[config.mk]
export PLATFORM = sky130hd
export DESIGN_NAME = mem_access_ctrl
export DESIGN_NICKNAME = d
export VERILOG_FILES = /design/src/rtl/mem_access_ctrl.sv
export SDC_FILE = /design/constraint.sdc
export NUM_CORES = 1
export LEC_CHECK = 0
export ABC_AREA = 1
export BUFFER_PORTS_ARGS = -buffer_cell sky130_fd_sc_hd__clkbuf_2
export CAP_MARGIN = 15
export CORE_MARGIN = 2
export CORE_UTILIZATION = 57
export CTS_CLUSTER_DIAMETER = 80
export DETAILED_ROUTE_END_ITERATION = 6
export GPL_TIMING_DRIVEN = 0
export PLACE_DENSITY = 0.85
export SYNTH_ARGS = -nofsm -noshare
export SYNTH_HDL_FRONTEND = slang
export SYNTH_SLANG_ARGS = --single-unit
[constraint.sdc]
create_clock -name clk -period 7.8 [get_ports clk]
set_input_delay 1.56 -clock clk [delete_from_list [all_inputs] [get_ports clk]]
set_output_delay 1.56 -clock clk [all_outputs]
set_load 0.01 [all_outputs]
[src/rtl/mem_access_ctrl.sv]
// Initiator side of the unified memory bus: sequences CPU loads/stores onto instruction RAM
// (16-bit words) or data RAM (bytes), splitting 16-bit data-region accesses into two byte beats.
module mem_access_ctrl #(
    parameter int IRAM_AW  = 10,
    parameter int READ_LAT = 1
) (
    input  logic        clk,
    input  logic        reset,
    input  logic        req_valid,
    input  logic        req_write,
    input  logic [15:0] req_addr,
    input  logic [15:0] req_wdata,
    output logic        req_ready,
    output logic        rsp_valid,
    output logic [15:0] rsp_rdata,
    output logic        rsp_err,
    output logic        mem_write,
    output logic [15:0] mem_addr,
    output logic [15:0] mem_wdata,
    input  logic [15:0] mem_rdata
);

    typedef enum logic [1:0] {IDLE, ACC_LO, ACC_HI, RESP} state_t;

    state_t      state, next_state;
    logic [15:0] addr_q, wdata_q, result_q;
    logic        write_q, region_q, err_q;
    logic [1:0]  lat_cnt;
    logic        phase_done, wrap;

    // A store beat lasts one cycle; a load beat waits for the read data to arrive.
    assign phase_done = write_q || (lat_cnt == 2'(READ_LAT));
    assign wrap       = (addr_q == 16'hFFFF);

    assign req_ready = (state == IDLE);
    assign rsp_valid = (state == RESP);
    assign rsp_rdata = result_q;
    assign rsp_err   = err_q;

    // NOTE: every signal gets a default first so no path through the case leaves it unassigned (no latch).
    always_comb begin
        next_state = state;
        unique case (state)
            IDLE:    if (req_valid) next_state = ACC_LO;
            ACC_LO:  if (phase_done) next_state = (region_q && !wrap) ? ACC_HI : RESP;
            ACC_HI:  if (phase_done) next_state = RESP;
            RESP:    next_state = IDLE;
            default: next_state = IDLE;
        endcase
    end

    // NOTE: sequential state uses non-blocking assignments so every flop samples pre-edge values.
    always_ff @(posedge clk or posedge reset) begin
        if (reset) begin
            state     <= IDLE;
            addr_q    <= '0;
            wdata_q   <= '0;
            write_q   <= 1'b0;
            region_q  <= 1'b0;
            result_q  <= '0;
            err_q     <= 1'b0;
            lat_cnt   <= '0;
            mem_write <= 1'b0;
            mem_addr  <= '0;
            mem_wdata <= '0;
        end else begin
            state     <= next_state;
            mem_write <= 1'b0;

            if (state == IDLE || state != next_state)
                lat_cnt <= '0;
            else
                lat_cnt <= lat_cnt + 2'd1;

            unique case (state)
                IDLE: if (req_valid) begin
                    addr_q    <= req_addr;
                    wdata_q   <= req_wdata;
                    write_q   <= req_write;
                    region_q  <= |req_addr[15:IRAM_AW];
                    result_q  <= '0;
                    err_q     <= 1'b0;
                    mem_addr  <= req_addr;
                    mem_wdata <= (|req_addr[15:IRAM_AW]) ? {8'h00, req_wdata[7:0]} : req_wdata;
                    mem_write <= req_write;
                end
                ACC_LO: if (phase_done) begin
                    if (!write_q)
                        result_q <= region_q ? {8'h00, mem_rdata[7:0]} : mem_rdata;
                    if (next_state == ACC_HI) begin
                        mem_addr  <= addr_q + 16'd1;
                        mem_wdata <= {8'h00, wdata_q[15:8]};
                        mem_write <= write_q;
                    end else if (region_q) begin
                        // Data region at 16'hFFFF: the high byte would wrap to 0, so it is dropped.
                        err_q <= 1'b1;
                    end
                end
                ACC_HI: if (phase_done && !write_q)
                    result_q[15:8] <= mem_rdata[7:0];
                default: ;
            endcase
        end
    end

endmodule
Word-level counts from Yosys, hierarchy flattened
Index checks and enable logic that the tools add are counted.

Word-level logic and storage cells: 74. Register bits: 88. Bits of input ports: 52. Output and inout port bits: 52.

Equality and inequality tests: 14. Multiplexer cells: 31. Reductions and logical operators: 15. Add/sub/neg operators: 2.

Operators by type and width (count): $mux W16 (11); $pmux W16 S2 (2); $pmux W8 S3 (1); $add A16 B1 Y16 const B (1); $eq A16 B16 Y1 const B (1); $pmux W8 S2 (1); $ne A2 B2 Y1 const B (7); $reduce_and A5 Y1 (2); $mux W1 (8); $mux W2 (4); $mux W8 (1); $pmux W2 S4 (1); $reduce_and A4 Y1 (2); $eq A2 B2 Y1 const B (3); $reduce_or A6 Y1 (1); $eq A2 B1 Y1 const B (2); $pmux W1 S2 (2); $reduce_bool A3 Y1 (1); $add A2 B1 Y2 const B (1); $logic_and A1 B1 Y1 (2); $logic_not A1 Y1 (2); $logic_not A2 Y1 (1); $logic_or A1 B1 Y1 (2); $ne A2 B2 Y1 (1); 2 further kinds (2).

Logic depth before layout (Yosys ltp)
Word-level depth: 10. Gate-level depth with buffers: 13. Depth with buffers taken out: 12.

Least setup slack after synthesis
No wires, ideal clock.

Path type: input-to-reg. Start: input port req_valid. End: register result_q[0], in the netlist rsp_rdata[0]. Arrival: 2.432 ns. Setup slack: 5.242 ns. Buffers on the path: 2. Library setup time: 0.126 ns. Data required time: 7.674 ns. Stages on the path: 7. Cell sequence: nand2_1 > o21ai_0 > and3_1 > buf_2 > buf_2 > nand3_1 > o21ai_0.

Cells in the longest elaborated chain, start to end: 2.

RTL lines: from (decl) (RTL line 9) `input logic req_valid,`; $ne A2 B2 Y1 (no line); $reduce_and A4 Y1 (no line); to (signal assigned) (RTL line 89) `result_q <= region_q ? {8'h00, mem_rdata[7:0]} : mem_rdata;`; to (decl) (RTL line 26) `logic [15:0] addr_q, wdata_q, result_q;`.

No other way between the ends. A chain may end at the register's enable or synchronous reset.

Final worst setup path
Start: register state[0]. End: output port req_ready.

Cells in the longest elaborated chain, start to end: 1.

RTL lines: from (decl) (RTL line 25) `state_t state, next_state;`; from (signal assigned) (RTL line 67) `state <= next_state;`; $logic_not A2 Y1 (RTL line 35) `assign req_ready = (state == IDLE);`; to (decl) (RTL line 13) `output logic req_ready,`.

No other way between the ends.

==> impl_results.md <==
- DRC: 0
- FFs w/ async S/R, synth: 100.0%
- Post-synthesis adder-cell area fraction: 2.151%
- R2r startpoint: state[0]
- Max Root-Sink Buffers: 2
- Clock Pin Slew Worst Setup and Hold Paths: 0.08 ns
- Count of cell types in the netlist: 33
- Via Count: 3,921
- Vias per Instance: 5.357
- Syn Nets: 576
- Area Growth Syn to Fin: 21.90%
- Switching share of total power: 45.08%
- Antenna cells: 0
- Cell accounting for the most synthesized area: dfrtp_1
- Crit path launch: state[0]
- Max FO, Critical Path: 5
- Initial antenna violation count: 0
- Util after Layout: 72.28%
- PortBufs: 103
- Maxcap violations: 0
- Drt first pass iters: 6
- Max transition margin: 35.42%
- Vias in the first global route: 3,717
- I/O Pins: 104
- Flops & latches, synth: 80
- Flop pwr share: 35.2%
- Die Height: 88.53 µm
- P_leak: 0.002672 µW
- Fin nets: 691
- Mapped Cells: 517
- Cell area after synthesis: 0.004073 mm²
- Worst Path Arrival: 1.36 ns
- Max Clk Rate: 0.3423 GHz
- Hold Path Class: flip-flop to flip-flop
- RSZ-0062 raised after global routing: no
- Core area: 0.006869 mm²
- Die area: 0.007838 mm²
- Final Non-Filler Cells: 732
- Crit end category: output pin
- CTS resizes: 0
- Post-CTS Setup Bufs: 0
- Post-Route WL: 10.66 mm
- Inst Count DP: 717
- TritonCTS clock tree: yes
- Reg2Reg Depth: 9
- Post-Synth XOR/XNOR Area: 1.290%
- Reg-to-Reg End: mem_addr[10]
- Synth Area in Simple Gates: 30.32%
- Reg2Reg Setup Slack: 5.47 ns
- Hold wc startpoint: lat_cnt[0]
- Die width: 88.53 µm
- Sink Count: 80
- PwrDens: 414.2 mW/mm²
- Final hold violation count: 0
- Largest cells by area after synthesis: dfrtp_1 (49%), nand2_1 (17%), nand3_1 (6.4%), o21ai_0 (5.7%), inv_1 (4.0%)
- Post-synthesis compound-gate area fraction: 9.616%
- Gr usage total: 28.70%
- Dpl hpwl: 7.823 mm
- Clock share of power: 17.1%
- WS Path Type: flip-flop to output pin
- Status: finished, final reports clean
- CTS Buf Count: 9
- Largest family of logic cells by synthesized area: simple AND/OR/NAND/NOR gates
- Antenna Nets Post-Route: 0
- Final setup viols: 0
- End of the worst hold path: lat_cnt[0]
- Worst slew pin tran: 0.9613 ns
- Seq/Total Area, Yosys: 49.16%
- Largest net degree at the start of global routing: 72
- Ys flop type: dfrtp_1
- First-pass GRT wire length: 17.25 mm
- Post-synthesis mux area share: 0%
- Cell row count: 30
- Final Skew: 0.01035 ns
- CTS Root Buffer Type: clkbuf_8
- Avg WL per Cell: 14.56 µm
- Power Internal: 1129 µW
- Starting density of the core: 59.29%
- Post-CTS Hold Buffers: 0
- Total congestion overflow: 0
- Tcrit/Tclk final: 37.46%
- Critical path launch point type: flip-flop
- Critical path data required time: 6.24 ns
- EDFF count, synth: 0
- Initial drt markers: 336
- Clk_lat worst skew: 0.36 ns
- H-tree levels: 3
- Ys Warns: 0
- Worst vdd ir: 228.3 µV
- P_sw: 927.0 µW
- Min cycle time layout: 2.922 ns
- Ratio of cells with drive above 1 in the final layout: 24.37%
- Worst Hold Depth: 1
- Gpl congestion: 0.8931
- Slew Limit Fails: 0
- Setup TNS: 0 ns
- Post-Syn Area per Cell: 7.877 µm²
- Share of the synthesized area in the top cell type: 49.16%
- Combinational share of power: 47.6%
## cells by family after synthesis
family	count (synthesis)
AO/OA/AOI/OAI	66
buffers and inverters	70
AND/OR/NAND/NOR	288
adder cells (fa/ha/maj)	7
flip-flops	80
XOR/XNOR	6
## flip-flops by register name (all words and copies together) (netlist names)
register / count
mem_wdata: 16
state: 2
mem_addr: 16
region_q: 1
lat_cnt: 2
rsp_err: 1
rsp_rdata: 16
addr_q: 16
mem_write: 1
wdata_q: 8
write_q: 1
## cell type report
type / instances / area, µm²
Tap cell: 96 / 120.1
Clock inverter: 5 / 88.84
Buffer: 24 / 131.4
Multi-Input combinational cell: 367 / 1767
Clock buffer: 10 / 137.6
Inverter: 46 / 175.2
Timing Repair Buffer: 104 / 543.0
Fill cell: 548 / 1904
Sequential cell: 80 / 2002
## cells in the final DEF (no fill, tap or decap), types with 3 or more instances in the layout
master / synthesis / final
nand2_1: 189 / 189
clkbuf_2: 1 / 104
dfrtp_1: 80 / 80
nand3_1: 52 / 52
o21ai_0: 46 / 46
inv_1: 43 / 42
nor2_1: 18 / 18
nand2_2: 13 / 13
clkbuf_1: 10 / 10
clkbuf_8: 0 / 10
a32o_1: 8 / 8
buf_2: 7 / 7
ha_1: 7 / 7
nor3_1: 5 / 5
a21oi_1: 4 / 4
xor2_1: 4 / 4
nand4_1: 3 / 3
buf_1: 3 / 3
## per-layer routing
layer | up-vias | global-route usage (%) | routed length [µm]
met5 | - | 0 | 0
met2 | 192 | 46.96 | 5109
met3 | 25 | 6.157 | 840
li1 | 1884 | - | -
met1 | 1820 | 37.37 | 4439
met4 | 0 | 11.57 | 269
## power by group through the flow
stage | Clock (µW) | Combinational (µW) | Sequential [µW]
floorplan | 0 | 628 | 747
global placement | 0 | 933 | 719
global route | 373 | 1110 | 744
CTS | 356 | 978 | 720
finish | 352 | 980 | 724
detailed placement | 0 | 969 | 723
## metrics by stage
stage	total power (µW)	worst slack, ns	hold WS [ns]	area [µm²]
floorplan	1374	4.188	0.4079	4073
global route	2224	4.800	0.4593	4965
finish	2056	4.878	0.4415	4965
detailed placement	1692	4.712	0.4324	4738
global placement	1652	3.351	0.4194	4708
CTS	2054	4.875	0.4444	4965
## how the worst max path moves through the flow
stage / to / slack, ns
after floorplan: addr_q[0] / 4.19
after global placement: mem_addr[10] / 3.35
after detailed placement: mem_wdata[12] / 4.71
after CTS: req_ready / 4.87
after global routing: req_ready / 4.80
final: req_ready / 4.88
## cells in the mapped netlist, types with 2 or more instances
master	count
a21oi_1	4
a31oi_1	2
a32o_1	8
buf_1	3
buf_2	7
buf_6	2
clkbuf_1	10
dfrtp_1	80
ha_1	7
inv_1	43
inv_2	2
nand2_1	189
nand2_2	13
nand2_4	2
nand3_1	52
nand3_2	2
nand4_1	3
nor2_1	18
nor2_2	2
nor3_1	5
o21ai_0	46
o22ai_1	2
xnor2_1	2
xor2_1	4
## worst max-delay path: stages, from the launching register on
cell      delay, ns
dfrtp_1        0.44
inv_1          0.15
ha_1           0.26
clkbuf_2       0.16
(Power assumes the default switching activity.)
